File: src/rtl/tile_grid_pkg.sv
// -----------------------------------------------------------------------------
// tile_grid_pkg
// Shared types and helpers for the tile grid controller.
//   state_e   : select/swap FSM states (IDLE, SEL, SWAP)
//   init_type : reset tile-type pattern, (r*cols + c) mod ntypes
//   ROW_W/COL_W : coordinate widths of the default 3x3 grid
// Optional feature macro used by the top level: TILE_GRID_ADJ_ONLY_EN.
// -----------------------------------------------------------------------------
package tile_grid_pkg;

    typedef enum logic [1:0] {
        ST_IDLE = 2'd0,
        ST_SEL  = 2'd1,
        ST_SWAP = 2'd2
    } state_e;

    localparam int DEF_ROWS = 3;
    localparam int DEF_COLS = 3;
    localparam int ROW_W    = $clog2(DEF_ROWS);
    localparam int COL_W    = $clog2(DEF_COLS);

    // Reset pattern: types cycle through the grid in row-major order.
    function automatic int init_type(input int r, input int c,
                                     input int cols, input int ntypes);
        return (r * cols + c) % ntypes;
    endfunction

endpackage

File: src/rtl/tile_grid_ctrl_edge_pulse.sv
// -----------------------------------------------------------------------------
// edge_pulse
// Registers one synchronised button level and flags its rising edge.
//   clk, rst_n : clock, asynchronous active-low reset
//   btn_i      : debounced button level
//   pulse_o    : high for the one cycle where btn_i is 1 and was 0 before
// -----------------------------------------------------------------------------
module edge_pulse (
    input  logic clk,
    input  logic rst_n,
    input  logic btn_i,
    output logic pulse_o
);

    logic btn_q;
    logic btn_d;

    // History register input.
    always_comb begin
        btn_d = btn_i;
    end

    // Previous-level register.
    always_ff @(posedge clk or negedge rst_n) begin
        if (!rst_n) begin
            btn_q <= 1'b0;
        end else begin
            btn_q <= btn_d;
        end
    end

    assign pulse_o = btn_i & ~btn_q;

endmodule

File: src/rtl/tile_grid_ctrl.sv
// -----------------------------------------------------------------------------
// tile_grid_ctrl
// ROWS x COLS tile-type matrix with a tile cursor and a two-click select/swap
// FSM. The first selected tile flashes with a FLASH_DIV-cycle half period.
// Ports:
//   clk, rst_n                         : clock, asynchronous active-low reset
//   btn_up/down/left/right, btn_click  : debounced button levels
//   rd_row, rd_col -> rd_type, rd_blank: combinational renderer read port
//   cur_row, cur_col                   : cursor position
//   sel_valid, sel_row, sel_col        : first selected tile
//   swap_done                          : one-cycle pulse on a committed swap
// Optional feature: define TILE_GRID_ADJ_ONLY_EN to allow swaps only between
// orthogonally adjacent tiles; a distant click moves the selection instead.
// -----------------------------------------------------------------------------
module tile_grid_ctrl
    import tile_grid_pkg::*;
#(
    parameter int ROWS      = 3,
    parameter int COLS      = 3,
    parameter int TYPE_W    = 2,
    parameter int NUM_TYPES = 4,
    parameter int FLASH_DIV = 6250000,
    // Local widths for this instance's grid (take precedence over the package defaults).
    localparam int ROW_W    = $clog2(ROWS),
    localparam int COL_W    = $clog2(COLS)
) (
    input  logic              clk,
    input  logic              rst_n,
    input  logic              btn_up,
    input  logic              btn_down,
    input  logic              btn_left,
    input  logic              btn_right,
    input  logic              btn_click,
    input  logic [ROW_W-1:0]  rd_row,
    input  logic [COL_W-1:0]  rd_col,
    output logic [TYPE_W-1:0] rd_type,
    output logic              rd_blank,
    output logic [ROW_W-1:0]  cur_row,
    output logic [COL_W-1:0]  cur_col,
    output logic              sel_valid,
    output logic [ROW_W-1:0]  sel_row,
    output logic [COL_W-1:0]  sel_col,
    output logic              swap_done
);

    localparam int FLASH_W = (FLASH_DIV > 1) ? $clog2(FLASH_DIV) : 1;

    logic up_e, down_e, left_e, right_e, click_e;

    edge_pulse u_up    (.clk(clk), .rst_n(rst_n), .btn_i(btn_up),    .pulse_o(up_e));
    edge_pulse u_down  (.clk(clk), .rst_n(rst_n), .btn_i(btn_down),  .pulse_o(down_e));
    edge_pulse u_left  (.clk(clk), .rst_n(rst_n), .btn_i(btn_left),  .pulse_o(left_e));
    edge_pulse u_right (.clk(clk), .rst_n(rst_n), .btn_i(btn_right), .pulse_o(right_e));
    edge_pulse u_click (.clk(clk), .rst_n(rst_n), .btn_i(btn_click), .pulse_o(click_e));

    state_e             state_q, state_d;
    logic [ROW_W-1:0]   cur_row_q, cur_row_d, sel_row_q, sel_row_d, sec_row_q, sec_row_d;
    logic [COL_W-1:0]   cur_col_q, cur_col_d, sel_col_q, sel_col_d, sec_col_q, sec_col_d;
    logic               sel_valid_q, sel_valid_d;
    logic               phase_q, phase_d;
    logic [FLASH_W-1:0] cnt_q, cnt_d;
    logic [TYPE_W-1:0]  grid_q [ROWS][COLS];
    logic [TYPE_W-1:0]  grid_d [ROWS][COLS];
    logic               on_sel_s;
    logic               rd_in_range_s;

    // Cursor: one tile per edge, saturating, opposing edges cancel per axis.
    always_comb begin
        cur_row_d = cur_row_q;
        cur_col_d = cur_col_q;
        if (up_e && !down_e && (cur_row_q != '0)) begin
            cur_row_d = cur_row_q - ROW_W'(1);
        end else if (down_e && !up_e && (cur_row_q != ROW_W'(ROWS - 1))) begin
            cur_row_d = cur_row_q + ROW_W'(1);
        end else begin
            cur_row_d = cur_row_q;
        end
        if (left_e && !right_e && (cur_col_q != '0)) begin
            cur_col_d = cur_col_q - COL_W'(1);
        end else if (right_e && !left_e && (cur_col_q != COL_W'(COLS - 1))) begin
            cur_col_d = cur_col_q + COL_W'(1);
        end else begin
            cur_col_d = cur_col_q;
        end
    end

    // Click acts on the pre-move cursor, so compare against the registered value.
    assign on_sel_s = (cur_row_q == sel_row_q) && (cur_col_q == sel_col_q);

`ifdef TILE_GRID_ADJ_ONLY_EN
    logic adj_s;

    // Orthogonal adjacency (|dr|+|dc| == 1); one bit of headroom avoids wrap on +1.
    always_comb begin
        adj_s = ((cur_row_q == sel_row_q) &&
                 (({1'b0, cur_col_q} == {1'b0, sel_col_q} + (COL_W + 1)'(1)) ||
                  ({1'b0, sel_col_q} == {1'b0, cur_col_q} + (COL_W + 1)'(1)))) ||
                ((cur_col_q == sel_col_q) &&
                 (({1'b0, cur_row_q} == {1'b0, sel_row_q} + (ROW_W + 1)'(1)) ||
                  ({1'b0, sel_row_q} == {1'b0, cur_row_q} + (ROW_W + 1)'(1))));
    end
`endif

    // Select/swap FSM, flash timer and grid write.
    always_comb begin
        state_d     = state_q;
        sel_valid_d = sel_valid_q;
        sel_row_d   = sel_row_q;
        sel_col_d   = sel_col_q;
        sec_row_d   = sec_row_q;
        sec_col_d   = sec_col_q;
        cnt_d       = cnt_q;
        phase_d     = phase_q;
        grid_d      = grid_q;

        // Flash timer runs only while a tile is selected.
        if (sel_valid_q) begin
            if (cnt_q == FLASH_W'(FLASH_DIV - 1)) begin
                cnt_d   = '0;
                phase_d = ~phase_q;
            end else begin
                cnt_d   = cnt_q + FLASH_W'(1);
            end
        end else begin
            cnt_d = cnt_q;
        end

        case (state_q)
            ST_IDLE: begin
                if (click_e) begin
                    state_d     = ST_SEL;
                    sel_valid_d = 1'b1;
                    sel_row_d   = cur_row_q;
                    sel_col_d   = cur_col_q;
                    cnt_d       = '0;
                    phase_d     = 1'b0;
                end else begin
                    state_d = ST_IDLE;
                end
            end
            ST_SEL: begin
                if (!click_e) begin
                    state_d = ST_SEL;
                end else if (on_sel_s) begin
                    state_d     = ST_IDLE;
                    sel_valid_d = 1'b0;
`ifdef TILE_GRID_ADJ_ONLY_EN
                end else if (!adj_s) begin
                    state_d   = ST_SEL;
                    sel_row_d = cur_row_q;
                    sel_col_d = cur_col_q;
                    cnt_d     = '0;
                    phase_d   = 1'b0;
`endif
                end else begin
                    state_d     = ST_SWAP;
                    sel_valid_d = 1'b0;
                    sec_row_d   = cur_row_q;
                    sec_col_d   = cur_col_q;
                end
            end
            ST_SWAP: begin
                grid_d[sel_row_q][sel_col_q] = grid_q[sec_row_q][sec_col_q];
                grid_d[sec_row_q][sec_col_q] = grid_q[sel_row_q][sel_col_q];
                state_d = ST_IDLE;
            end
            default: begin
                state_d     = ST_IDLE;
                sel_valid_d = 1'b0;
            end
        endcase
    end

    // State registers; reset reloads the grid pattern and drops any selection.
    always_ff @(posedge clk or negedge rst_n) begin
        if (!rst_n) begin
            state_q     <= ST_IDLE;
            cur_row_q   <= ROW_W'(ROWS / 2);
            cur_col_q   <= COL_W'(COLS / 2);
            sel_valid_q <= 1'b0;
            sel_row_q   <= '0;
            sel_col_q   <= '0;
            sec_row_q   <= '0;
            sec_col_q   <= '0;
            cnt_q       <= '0;
            phase_q     <= 1'b0;
            for (int r = 0; r < ROWS; r++) begin
                for (int c = 0; c < COLS; c++) begin
                    grid_q[r][c] <= TYPE_W'(init_type(r, c, COLS, NUM_TYPES));
                end
            end
        end else begin
            state_q     <= state_d;
            cur_row_q   <= cur_row_d;
            cur_col_q   <= cur_col_d;
            sel_valid_q <= sel_valid_d;
            sel_row_q   <= sel_row_d;
            sel_col_q   <= sel_col_d;
            sec_row_q   <= sec_row_d;
            sec_col_q   <= sec_col_d;
            cnt_q       <= cnt_d;
            phase_q     <= phase_d;
            grid_q      <= grid_d;
        end
    end

    // Renderer read port; coordinates past the grid edge read as type 0, not blank.
    always_comb begin
        rd_in_range_s = (int'(rd_row) < ROWS) && (int'(rd_col) < COLS);
        if (rd_in_range_s) begin
            rd_type = grid_q[rd_row][rd_col];
        end else begin
            rd_type = '0;
        end
        rd_blank = sel_valid_q & phase_q & rd_in_range_s &
                   (rd_row == sel_row_q) & (rd_col == sel_col_q);
    end

    assign cur_row   = cur_row_q;
    assign cur_col   = cur_col_q;
    assign sel_valid = sel_valid_q;
    assign sel_row   = sel_row_q;
    assign sel_col   = sel_col_q;
    assign swap_done = (state_q == ST_SWAP);

endmodule

File: config.mk
export PLATFORM = sky130hd
export DESIGN_NAME = tile_grid_ctrl
export DESIGN_NICKNAME = d
export VERILOG_FILES = /design/src/rtl/tile_grid_pkg.sv /design/src/rtl/tile_grid_ctrl_edge_pulse.sv /design/src/rtl/tile_grid_ctrl.sv
export SDC_FILE = /design/constraint.sdc
export NUM_CORES = 1
export LEC_CHECK = 0
export CAP_MARGIN = 15
export CORE_ASPECT_RATIO = 0.6
export CORE_MARGIN = 2
export CORE_UTILIZATION = 34
export DETAILED_ROUTE_END_ITERATION = 6
export PLACE_DENSITY = 0.54
export SYNTH_ARGS = -nofsm -noshare
export SYNTH_HDL_FRONTEND = slang
export SYNTH_SLANG_ARGS = --single-unit
File: constraint.sdc
create_clock -name clk -period 1.96 [get_ports clk]
set_clock_uncertainty 0.05 [all_clocks]
set_input_delay 0.392 -clock clk [delete_from_list [all_inputs] [get_ports clk]]
set_output_delay 0.392 -clock clk [all_outputs]
set_load 0.01 [all_outputs]
Word level (Yosys, flattened, before mapping)
Cells that the tools add are included.

storage, ports and cells
  flip-flop bits (word level) = 62
  input bits = 11
  output and inout bits = 13
  logic and storage cells = 149

cells by class
  bitwise operators = 23
  equal/unequal tests = 11
  multiplexer cells = 48
  order comparisons = 12
  add/sub/neg operators = 5
  reductions and logical operators = 26

operators by type and width
  kind                                                         count
  2-to-1 mux 23 bit                                            4
  2-to-1 mux 6 bit                                             8
  binary-select mux 6 bit (select 2 bit)                       3
  bitwise mux 18 bit                                           2
  2-to-1 mux 2 bit                                             15
  demux 6 bit (select 2 bit)                                   2
  adder 23 x 1 -> 23 bit (second input constant)               1
  equality test 23 bit (second input constant)                 1
  greater-or-equal comparator 3 bit (second input constant)    6
  inverter 2 -> 3 bit                                          6
  logical AND 1 bit                                            14
  binary-select mux 2 bit (select 2 bit)                       3
  less-than comparator 3 x 1 -> 1 bit (second input constant)  4
  AND 1 bit                                                    9
  demux 2 bit (select 2 bit)                                   2
  equality test 2 bit                                          4
  != test 2 bit (second input constant)                        4
  inverter 1 bit                                               8
  nonzero test 2 bit                                           4
  2-to-1 mux 1 bit                                             7
  AND reduction 3 bit                                          2
  adder 2 x 1 -> 2 bit (second input constant)                 2
  zero test 1 bit                                              4
  less-than comparator 2 bit (second input constant)           2
  other kinds (7)                                              8

Longest topological paths before layout
Gate-level depths: netlist (run 1).

  depth in word-level cells = 9
  gate-level depth with buffers = 8
  depth with buffers taken out = 6

Cells and area by module
A second synthesis (run 1) with hierarchy kept.

unflattened totals
  cells, all modules = 398
  area total of the unflattened synthesis = 3797.4 sq um

by module, submodules not included
  module          cells each  instances  area an instance (sq um)  seq. area each (sq um)
  tile_grid_ctrl  388         1          3603.5                    1438.9
  edge_pulse      2           5          38.8                      25.0

Worst setup path before layout (run 1)
Ideal clock, no wire load.

  path kind = input to output
  from = input port rd_row[0]
  to = output port rd_type[1]
  data arrival time = 1370 ps
  required time = 1518 ps
  slack = 148 ps
  cell stages on the path = 4
  path buffers = 1
  path through = or2_2 > clkbuf_1 > o221a_2 > o311a_1

on the way
  cells in the longest elaborated chain, start to end = 8
  elaborated cells between the ends (all ways) = 10
  those cells by class = 1 x order compare; 7 x mux; 1 x bitwise; 1 x reduce/logical

ends and longest elaborated chain
  what                                                  line                   RTL
  start, declared                                       tile_grid_ctrl.sv:34   input logic [ROW_W-1:0] rd_row,
  inverter 2 -> 3 bit (not written as such)             tile_grid_ctrl.sv:211  rd_type = grid_q[rd_row][rd_col];
  binary-select mux 6 bit (select 2 bit)                tile_grid_ctrl.sv:211
  2-to-1 mux 6 bit (not written as such) (2 in series)  tile_grid_ctrl.sv:211
  binary-select mux 2 bit (select 2 bit)                tile_grid_ctrl.sv:211
  2-to-1 mux 2 bit (not written as such) (2 in series)  tile_grid_ctrl.sv:211
  2-to-1 mux 2 bit (*)                                  tile_grid_ctrl.sv:210  if (rd_in_range_s) begin
  end, declared                                         tile_grid_ctrl.sv:36   output logic [TYPE_W-1:0] rd_type,

Mark *: on every way between the ends. The rest lies on a longest branch, timed or not. The select of a mux whose other input is x is not followed.

Worst setup path in the final report (run 1)
Same ends and word-level chain as after synthesis.

==> results of run 1 <==
==> kinds of logic (layout without fill, tap and decap cells) <==
| kind of cell | after synthesis | count (layout) | share of synthesized area, % |
|---|---|---|---|
| DFF | 62 | 62 | 42.3 |
| muxes | 19 | 19 | 5.41 |
| and+or+nand+nor | 174 | 174 | 25.6 |
| buffers and inverters | 35 | 136 | 4.50 |
| xor gates and xnor gates | 28 | 28 | 6.63 |
| adders and majority gates | 1 | 1 | 0.338 |
| AOI/OAI and AO/OA | 76 | 76 | 15.3 |
==> area by class of cell <==
class                           count  area, um^2  share of cell area, %
Clock buffer                       12         246                   4.80
Timing Repair Buffer              106         896                   17.4
Inverter                           14        52.6                   1.02
Sequential cell                    62        1570                   30.6
Tap cell                          139         174                   3.38
Clock inverter                      4        47.5                  0.925
Multi-Input combinational cell    298        2150                   41.8
==> metrics by stage <==
stage | instance area, um^2 | util, % | setup slack (ps)
floorplan | 3700 | - | 148
CTS | 4910 | 46.3 | -141
detailed placement | 4580 | 43.2 | -713
finish | 5140 | 48.5 | -126
global route | 5140 | 48.5 | -181
global placement | 4580 | 43.2 | -705
==> registers in the layout, summed over array words and instances (netlist names) <==
| name | cells |
|---|---|
| cnt_q | 23 |
| cur_col | 2 |
| cur_row | 2 |
| grid_q | 18 |
| phase_q | 1 |
| sec_col_q | 2 |
| sec_row_q | 2 |
| sel_col | 2 |
| sel_row | 2 |
| sel_valid | 1 |
| state_q | 2 |
| u_click.btn_q | 1 |
| u_down.btn_q | 1 |
| u_left.btn_q | 1 |
| u_right.btn_q | 1 |
| u_up.btn_q | 1 |
==> path summary, 6_finish.rpt <==
check / start / endpoint / slack, ps
max: rd_row[0] / rd_type[1] / -130
min: rst_n / u_up.btn_q$_DFF_PN0_ / 10
max reg2reg: sec_row_q[1]$_DFFE_PN0N_ / grid_q[1]$_DFFE_PN0P_ / -20
min reg2reg: state_q[1]$_DFF_PN0_ / state_q[0]$_DFF_PN0_ / 480
max in group asynchronous: rst_n / grid_q[11]$_DFFE_PN1P_ / 1510
min in group clk: state_q[1]$_DFF_PN0_ / state_q[0]$_DFF_PN0_ / 480
==> metal layers <==
layer  part of all wire, %  GRT usage (%)  vias up
li1                      -              -     1633
met1                    53           32.6     1663
met2                    38           25.1      139
met3                   7.8           6.83       15
met4                   1.3           6.34        0
met5                     0              0        -
==> power breakdown <==
group / total, W / internal, W / switching [W]
clock network: 0.00160 / 0.00101 / 0.000588
logic: 0.00311 / 0.00160 / 0.00151
registers: 0.00196 / 0.00157 / 0.000393
total: 0.00667 / 0.00418 / 0.00249
==> worst max-delay path, stage by stage <==
cell and delay, ps:
dlygate4sd2_1 240, or2_4 290, o221a_4 220, o311a_1 350, buf_2 150
==> cells in the final DEF, fill, tap and decap left out, types with 3 or more instances in the layout <==
master	count
clkdlybuf4s50_1	12
buf_4	75
nor2_1	38
inv_2	3
nor3_1	13
nand4_1	9
buf_2	4
xnor2_1	11
xor2_1	17
nor3_2	5
buf_12	4
dfrtp_1	45
dfstp_2	10
dlygate4sd2_1	5
buf_6	4
inv_1	11
a21oi_1	11
nand2_1	38
o21ai_0	17
o221ai_1	12
nand3_1	13
and2_1	3
clkbuf_16	9
nand2b_1	10
nor2b_1	7
mux2i_1	11
and3_1	4
mux2_2	8
o22ai_1	3
or3_1	3
nand4bb_1	4
o221ai_2	8
dfrtp_2	7
==> timing repair <==
item,4_1_cts,5_1_grt
setup endpoints to repair,22,26
buffers inserted,2,9
pin swaps,8,10
resized for setup,33,37
==> run summary, run 1 <==
Routed wire length: 11.7 mm
CORE AREA: 0.0106 mm^2
Starting DRT DRC Count: 326
Dominant cells by area after synthesis: dfrtp_1 35%, dfstp_2 7.1%, o221ai_1 4.7%, nand2_1 4.1%, xor2_1 4.0%
All-Layer GR Usage: 20.4%
DR vias/cell: 5.43
Synthesized net count: 407
CTS tree: built
Worst-margin pin slew: 406 ps
Die area: 0.0118 mm^2
Status: complete, but fails checks
Max-slew violation count: 0
Peak VDD IR: 0.000588 V
Largest net degree at the start of global routing: 63
Most common cell in the netlist: dfrtp_1
Ys async rst share: 100%
Share of cells above drive strength 1: 34.9%
FP Rows: 29
Reg2Reg Depth: 7
Nets: 503
Design Power: 0.00667 W
Fin crit period: 2090 ps
Hold Vio Cnt, Final: 0
Distinct cells, synth: 60
Placed insts: 608
Syn_area_per_cell: 9.37 um^2
Setup CP Type: primary input to output pin
Fin Setup TNS: -266 ps
Yosys top cell area share: 35.2%
Yosys reg bits: 62
Area Overhead vs Synth: 38.8%
Fmax: 479 MHz
DPL Wire Length: 8.32 mm
Total of max-cap violations: 0
Startpoint Class: primary input
Max_slew headroom: 72.7%
Die width: 139 um
Post-synth EDFFs: 0
Final setup viols: 4
Seq/Total Area, Yosys: 42.3%
Port bufs: 23
Hold WS: 10.8 ps
DRC Markers: 0
Die Y: 84.8 um
Top cells by count, synth: 52 x dfrtp_1, 40 x nand2_1, 39 x nor2_1
Setup ws final: -126 ps
Clock-pin slew on the worst setup and hold paths: 50 ps
Vias in the first global route: 3264
Drt wl/cell: 18.4 um
CTS root buf: clkbuf_16
Worst skew pair latency: 340 ps
Final antenna-violating net count: 0
Synth area leader: dfrtp_1
HP Class: primary input to asynchronous set/reset pin
Gp weighted congestion: 0.926
Unrepaired setup endpoints after global routing: true
Initial antenna violation count: 0
Ys Warns: 0
CP arrival: 1640 ps
Synth Flop Type: dfrtp_1
I/O Pins: 24
Num CTS Buffers: 9
Cells after Synth: 395
Clock H-tree levels: 3
Global-route wire length before repair: 18.4 mm
Crit Path Max Fanout: 5
Endpoint class of the critical path: output pin
FILL cells: 1000
Grt ovf: 0
Critical Path RT: 1520 ps
Power per cell area: 1300 mW/mm^2
DRT Pass-1 Iters: 5
CTS max path bufs: 2
Mapped Area: 0.00370 mm^2
Vias: 3450
CTS Sinks: 62
Failing checks: negative setup slack
Antenna Cells: 0
Hold buffer count at CTS: 0
Final period utilization: 106%
Initial Utilization: 34.9%
Leak pwr: 2.20 nW
Non-Filler Instances: 635
Note: power is estimated with default switching activity, not from simulation.
==> run 2: changes to the inputs <==
Settings changed: HOLD_SLACK_MARGIN set to 0.1.
==> run summary, run 2 (same netlist as run 1, synthesis figures left out) <==
Endpoint class of the critical path: output pin
Die Y: 84.8 um (unchanged)
Fin crit period: 2070 ps (-18.0 ps)
Vias: 3438 (-0.35%)
CTS max path bufs: 2 (unchanged)
Status: complete, but fails checks
Setup ws final: -108 ps (+18.0 ps)
Max-slew violation count: 0 (unchanged)
Die width: 139 um (unchanged)
Worst skew pair latency: 340 ps (about the same)
HP Class: primary input to register
Dpl ws: -713 ps (unchanged)
CORE AREA: 0.0106 mm^2 (unchanged)
CTS root buf: clkbuf_16
Port bufs: 23 (unchanged)
Worst-margin pin slew: 405 ps (-1.05 ps)
Clock-pin slew on the worst setup and hold paths: 60 ps (about the same)
Global-route wire length before repair: 18.4 mm (unchanged)
Design Power: 0.00666 W (about the same)
Final antenna-violating net count: 0 (unchanged)
Antenna Cells: 0 (unchanged)
Fmax: 484 MHz (+0.87%)
Largest net degree at the start of global routing: 63 (unchanged)
FP Rows: 29 (unchanged)
All-Layer GR Usage: 20.4% (unchanged)
CP arrival: 1630 ps (about the same)
Final setup viols: 4 (unchanged)
Max_slew headroom: 72.8% (about the same)
Nets: 504 (+0.20%)
DR vias/cell: 5.41 (-0.50%)
Largest register FFs: 23 (unchanged)
Crit Path Max Fanout: 5 (unchanged)
DRC Markers: 0 (unchanged)
Power per cell area: 1290 mW/mm^2 (-0.27%)
DPL Wire Length: 8.32 mm (unchanged)
Area Overhead vs Synth: 39.1%
DRT Pass-1 Iters: 5 (unchanged)
Critical Path RT: 1520 ps (about the same)
Drt wl/cell: 18.3 um (-0.24%)
Total of max-cap violations: 0 (unchanged)
Starting DRT DRC Count: 275 (-16%)
CTS Sinks: 62 (unchanged)
Hold WS: 483 ps (+472 ps)
Gp weighted congestion: 0.926 (unchanged)
Grt ovf: 0 (unchanged)
Unrepaired setup endpoints after global routing: true
Peak VDD IR: 0.000589 V (+0.24%)
Vias in the first global route: 3264 (unchanged)
Share of cells above drive strength 1: 34.8% (-0.070 points)
Routed wire length: 11.6 mm (about the same)
Leak pwr: 2.20 nW (+0.19%)
Top Registers: cnt_q x23, grid_q x18
Num CTS Buffers: 9 (unchanged)
Initial antenna violation count: 0 (unchanged)
Final period utilization: 105% (-0.92 points)
Startpoint Class: primary input
Failing checks: negative setup slack
Setup CP Type: primary input to output pin
Top reg by flops: cnt_q
Commonest non-fill, non-tap cell in the layout: buf_4
I/O Pins: 24 (unchanged)
CTS tree: built
Hold Vio Cnt, Final: 0 (unchanged)
Commonest cells after routing, fill and taps aside: 75 x buf_4, 45 x dfrtp_1, 38 x nand2_1, 38 x nor2_1
Initial Utilization: 34.9% (unchanged)
Die area: 0.0118 mm^2 (unchanged)
Clock H-tree levels: 3 (unchanged)
run 2: area by class of cell:
type,instances,area (um^2)
Fill cell,999,5450
Timing Repair Buffer,107,906
Multi-Input combinational cell,298,2150
Clock buffer,12,246
Tap cell,139,174
Sequential cell,62,1570
Inverter,14,52.6
Clock inverter,4,47.5
run 2: timing repair:
action	CTS	global route
endpoints found under the setup margin	22	26
buffers inserted	2	9
pin swaps	8	10
hold endpoints to repair	52	0
hold buffers	1	0
gates cloned	0	0
resized for setup	33	37
run 2: stage by stage:
stage / utilization (%) / std cells / instance area (um^2) / TNS (ps)
6_report: 48.6 / 636 / 5150 / -228
5_1_grt: 48.6 / 636 / 5150 / -552
4_1_cts: 46.4 / 627 / 4920 / -344
3_5_place_dp: 43.2 / 608 / 4580 / -2520
3_3_place_gp: 43.2 / 608 / 4580 / -2460
2_1_floorplan: - / 395 / 3700 / 0
run 2: final timing paths:
path / start / to / slack, ps / depth (start not counted)
max in group asynchronous: rst_n / grid_q[11]$_DFFE_PN1P_ / 970 / 3
max reg2reg: sec_row_q[1]$_DFFE_PN0N_ / grid_q[1]$_DFFE_PN0P_ / -10 / 7
max: rd_row[0] / rd_type[1] / -110 / 5
min reg2reg: state_q[1]$_DFF_PN0_ / state_q[0]$_DFF_PN0_ / 480 / 1
min: btn_click / u_click.btn_q$_DFF_PN0_ / 480 / 1
min in group asynchronous: rst_n / u_up.btn_q$_DFF_PN0_ / 540 / 3
run 2: metal layers:
| metal | track usage [%] | part of all wire (%) | up-vias |
|---|---|---|---|
| met4 | 6.34 | 1.2 | 0 |
| li1 | - | - | 1631 |
| met5 | 0 | 0 | - |
| met2 | 25.1 | 38 | 137 |
| met3 | 6.83 | 7.5 | 11 |
| met1 | 32.6 | 54 | 1659 |
run 2: critical path, stage by stage:
cell	delay [ps]
dlygate4sd2_1	240
or2_4	290
o221a_4	220
o311a_1	340
buf_2	140
run 2: report_power, final:
part | leakage (nW) | total [W] | switching, W | internal, W
Clock | 0.143 | 0.00160 | 0.000588 | 0.00101
Sequential | 0.790 | 0.00196 | 0.000394 | 0.00157
Combinational | 1.27 | 0.00310 | 0.00150 | 0.00160
Total | 2.20 | 0.00666 | 0.00248 | 0.00418
==> run 3: changes to the inputs <==
Settings changed: CELL_PAD_IN_SITES_DETAIL_PLACEMENT set to 1, CELL_PAD_IN_SITES_GLOBAL_PLACEMENT set to 1, PLACE_DENSITY 0.54 to 0.65, SLEW_MARGIN set to 40.
==> run summary, run 3 (same netlist as run 1, synthesis figures left out) <==
Die area: 0.0118 mm^2 (unchanged)
DRC Markers: 0 (unchanged)
Top reg by flops: cnt_q
Antenna Cells: 0 (unchanged)
Starting DRT DRC Count: 216 (-21%)
Unrepaired setup endpoints after global routing: true
I/O Pins: 24 (unchanged)
CP max-delay cell: dfstp_2
Drt wl/cell: 20.1 um (+9.9%)
CTS root buf: clkbuf_16
Placed insts: 614 (+0.99%)
Total of max-cap violations: 0 (unchanged)
FP Rows: 29 (unchanged)
Hold WS: 471 ps (-11.6 ps)
Crit-path cells: nand2b_4 -> o221ai_2 -> a21oi_2 -> o22ai_2 -> a21oi_2 -> buf_2
Gr busiest metal: met1
Top Registers: cnt_q x23, grid_q x18
Failing checks: negative setup slack
Design Power: 0.00700 W (+5.1%)
Grt ovf: 0 (unchanged)
CTS Sinks: 62 (unchanged)
Clock H-tree levels: 3 (unchanged)
Num CTS Buffers: 9 (unchanged)
Port bufs: 23 (unchanged)
Routed wire length: 12.9 mm (+11%)
Vias in the first global route: 3575 (+9.5%)
HP Class: register to register
Max-slew violation count: 0 (unchanged)
Status: complete, but fails checks
Endpoint class of the critical path: output pin
Clock-pin slew on the worst setup and hold paths: 60 ps (about the same)
Leak pwr: 2.30 nW (+4.4%)
Startpoint Class: register
Largest net degree at the start of global routing: 63 (unchanged)
Fin crit period: 2060 ps (-9.34 ps)
All-Layer GR Usage: 22.3% (+1.9 points)
Final antenna-violating net count: 0 (unchanged)
Die width: 139 um (unchanged)
Fmax: 486 MHz (+0.45%)
Max_slew headroom: 71.2% (-1.6 points)
Global-route wire length before repair: 20.2 mm (+9.5%)
DRT Pass-1 Iters: 4 (-1)
Worst skew pair latency: 330 ps (about the same)
Critical Path RT: 1520 ps (about the same)
Vias: 3508 (+2.0%)
Die Y: 84.8 um (unchanged)
Largest register FFs: 23 (unchanged)
Power per cell area: 1310 mW/mm^2 (+1.6%)
GRT met3 Usage: 5.53% (-1.3 points)
Met2 usage: 30.0% (+4.9 points)
Worst-margin pin slew: 429 ps (+24.4 ps)
Hold Vio Cnt, Final: 0 (unchanged)
Initial Utilization: 34.9% (unchanged)
Worst Path Buf+Inv: 1 (-1)
CP arrival: 1620 ps (about the same)
Non-Filler Instances: 641 (+0.79%)
Final period utilization: 105% (-0.48 points)
Setup ws final: -98.3 ps (+9.34 ps)
Crit Path Max Fanout: 2 (-3)
R2R Setup Slk: 20 ps (+30 ps)
Commonest cells after routing, fill and taps aside: 77 x buf_4, 47 x dfrtp_1, 38 x nand2_1, 37 x nor2_1, 17 x o21ai_0
Largest stage delay, worst path: 550 ps (+210 ps)
CTS max path bufs: 2 (unchanged)
Critical path's top delay family: flip-flops
Gp weighted congestion: 0.952 (+2.8%)
DR vias/cell: 5.47 (+1.2%)
Commonest non-fill, non-tap cell in the layout: buf_4
DPL Wire Length: 9.16 mm (+10%)
Peak VDD IR: 0.000526 V (-11%)
CORE AREA: 0.0106 mm^2 (unchanged)
Share of cells above drive strength 1: 36.5% (+1.6 points)
Dpl ws: -715 ps (-2.67 ps)
Critical Path Most Common Cell: a21oi_2
Area Overhead vs Synth: 44.0%
Routing usage on met1: 35.7% (+3.1 points)
Fin Setup TNS: -232 ps (-4.12 ps)
Initial antenna violation count: 0 (unchanged)
Setup CP Type: register to output pin
Final setup viols: 3 (-1)
CTS tree: built
Nets: 509 (+0.99%)
[run 3: changes by cell type in the layout (fill, tap and decap cells not counted), sizes merged]
cell and change:
clkdlybuf4s50 -3, dlygate4sd2 +1, clkbuf +1, buf +5, clkinvlp -1, dlymetal6s2s +2
bufinv +1, clkinv -1
[run 3: timing repair]
action                                 4_1_cts  5_1_grt
setup buffers                                8        3
setup endpoints to repair                   30       42
endpoints found under the hold margin       52        0
gates resized for setup                     43       44
pin swaps                                    8       18
hold buffers                                 1        0
[run 3: layer usage]
metal,vias up,share of wire (%)
li1,1653,-
met1,1746,51
met2,97,40
met3,12,7.6
met4,0,1.0
met5,-,0
[run 3: worst paths after layout]
kind	start	to	cells past startpoint
setup / recovery	grid_q[10]$_DFFE_PN1P_	rd_type[0]	6
hold / removal	state_q[1]$_DFF_PN0_	state_q[0]$_DFF_PN0_	1
setup reg to reg	sec_row_q[1]$_DFFE_PN0N_	grid_q[3]$_DFFE_PN1P_	8
hold reg to reg	state_q[1]$_DFF_PN0_	state_q[0]$_DFF_PN0_	1
max in group asynchronous	rst_n	cur_row[0]$_DFFE_PN1P_	3
min in group asynchronous	rst_n	grid_q[12]$_DFFE_PN0P_	3
[run 3: area by class of cell]
cell class              count  area [um^2]
multi-input cells         298         2240
repair buffers            112          953
clock inverters             3         65.1
fillers                  1197         5270
well taps                 139          174
flip-flops and latches     62         1570
inverters                  14         52.6
clock buffers              13          270
[run 3: power breakdown]
part	switching [W]	total [W]	internal [W]
Clock	0.000583	0.00180	0.00122
Sequential	0.000332	0.00189	0.00156
Combinational	0.00168	0.00331	0.00163
[run 3: per-stage QoR]
stage	utilization, %	instance area [um^2]
2_1_floorplan	-	3700
3_3_place_gp	43.5	4610
3_5_place_dp	43.5	4610
4_1_cts	48.0	5080
5_1_grt	50.3	5330
6_report	50.3	5330
[run 3: worst reg2reg max path: stages (launching register included)]
cell	delay, ps
dfrtp_2	430
buf_6	130
nor2b_4	120
a22oi_2	180
nor2_2	80
a2111oi_4	470
buf_6	220
buf_6	120
a31oi_4	60
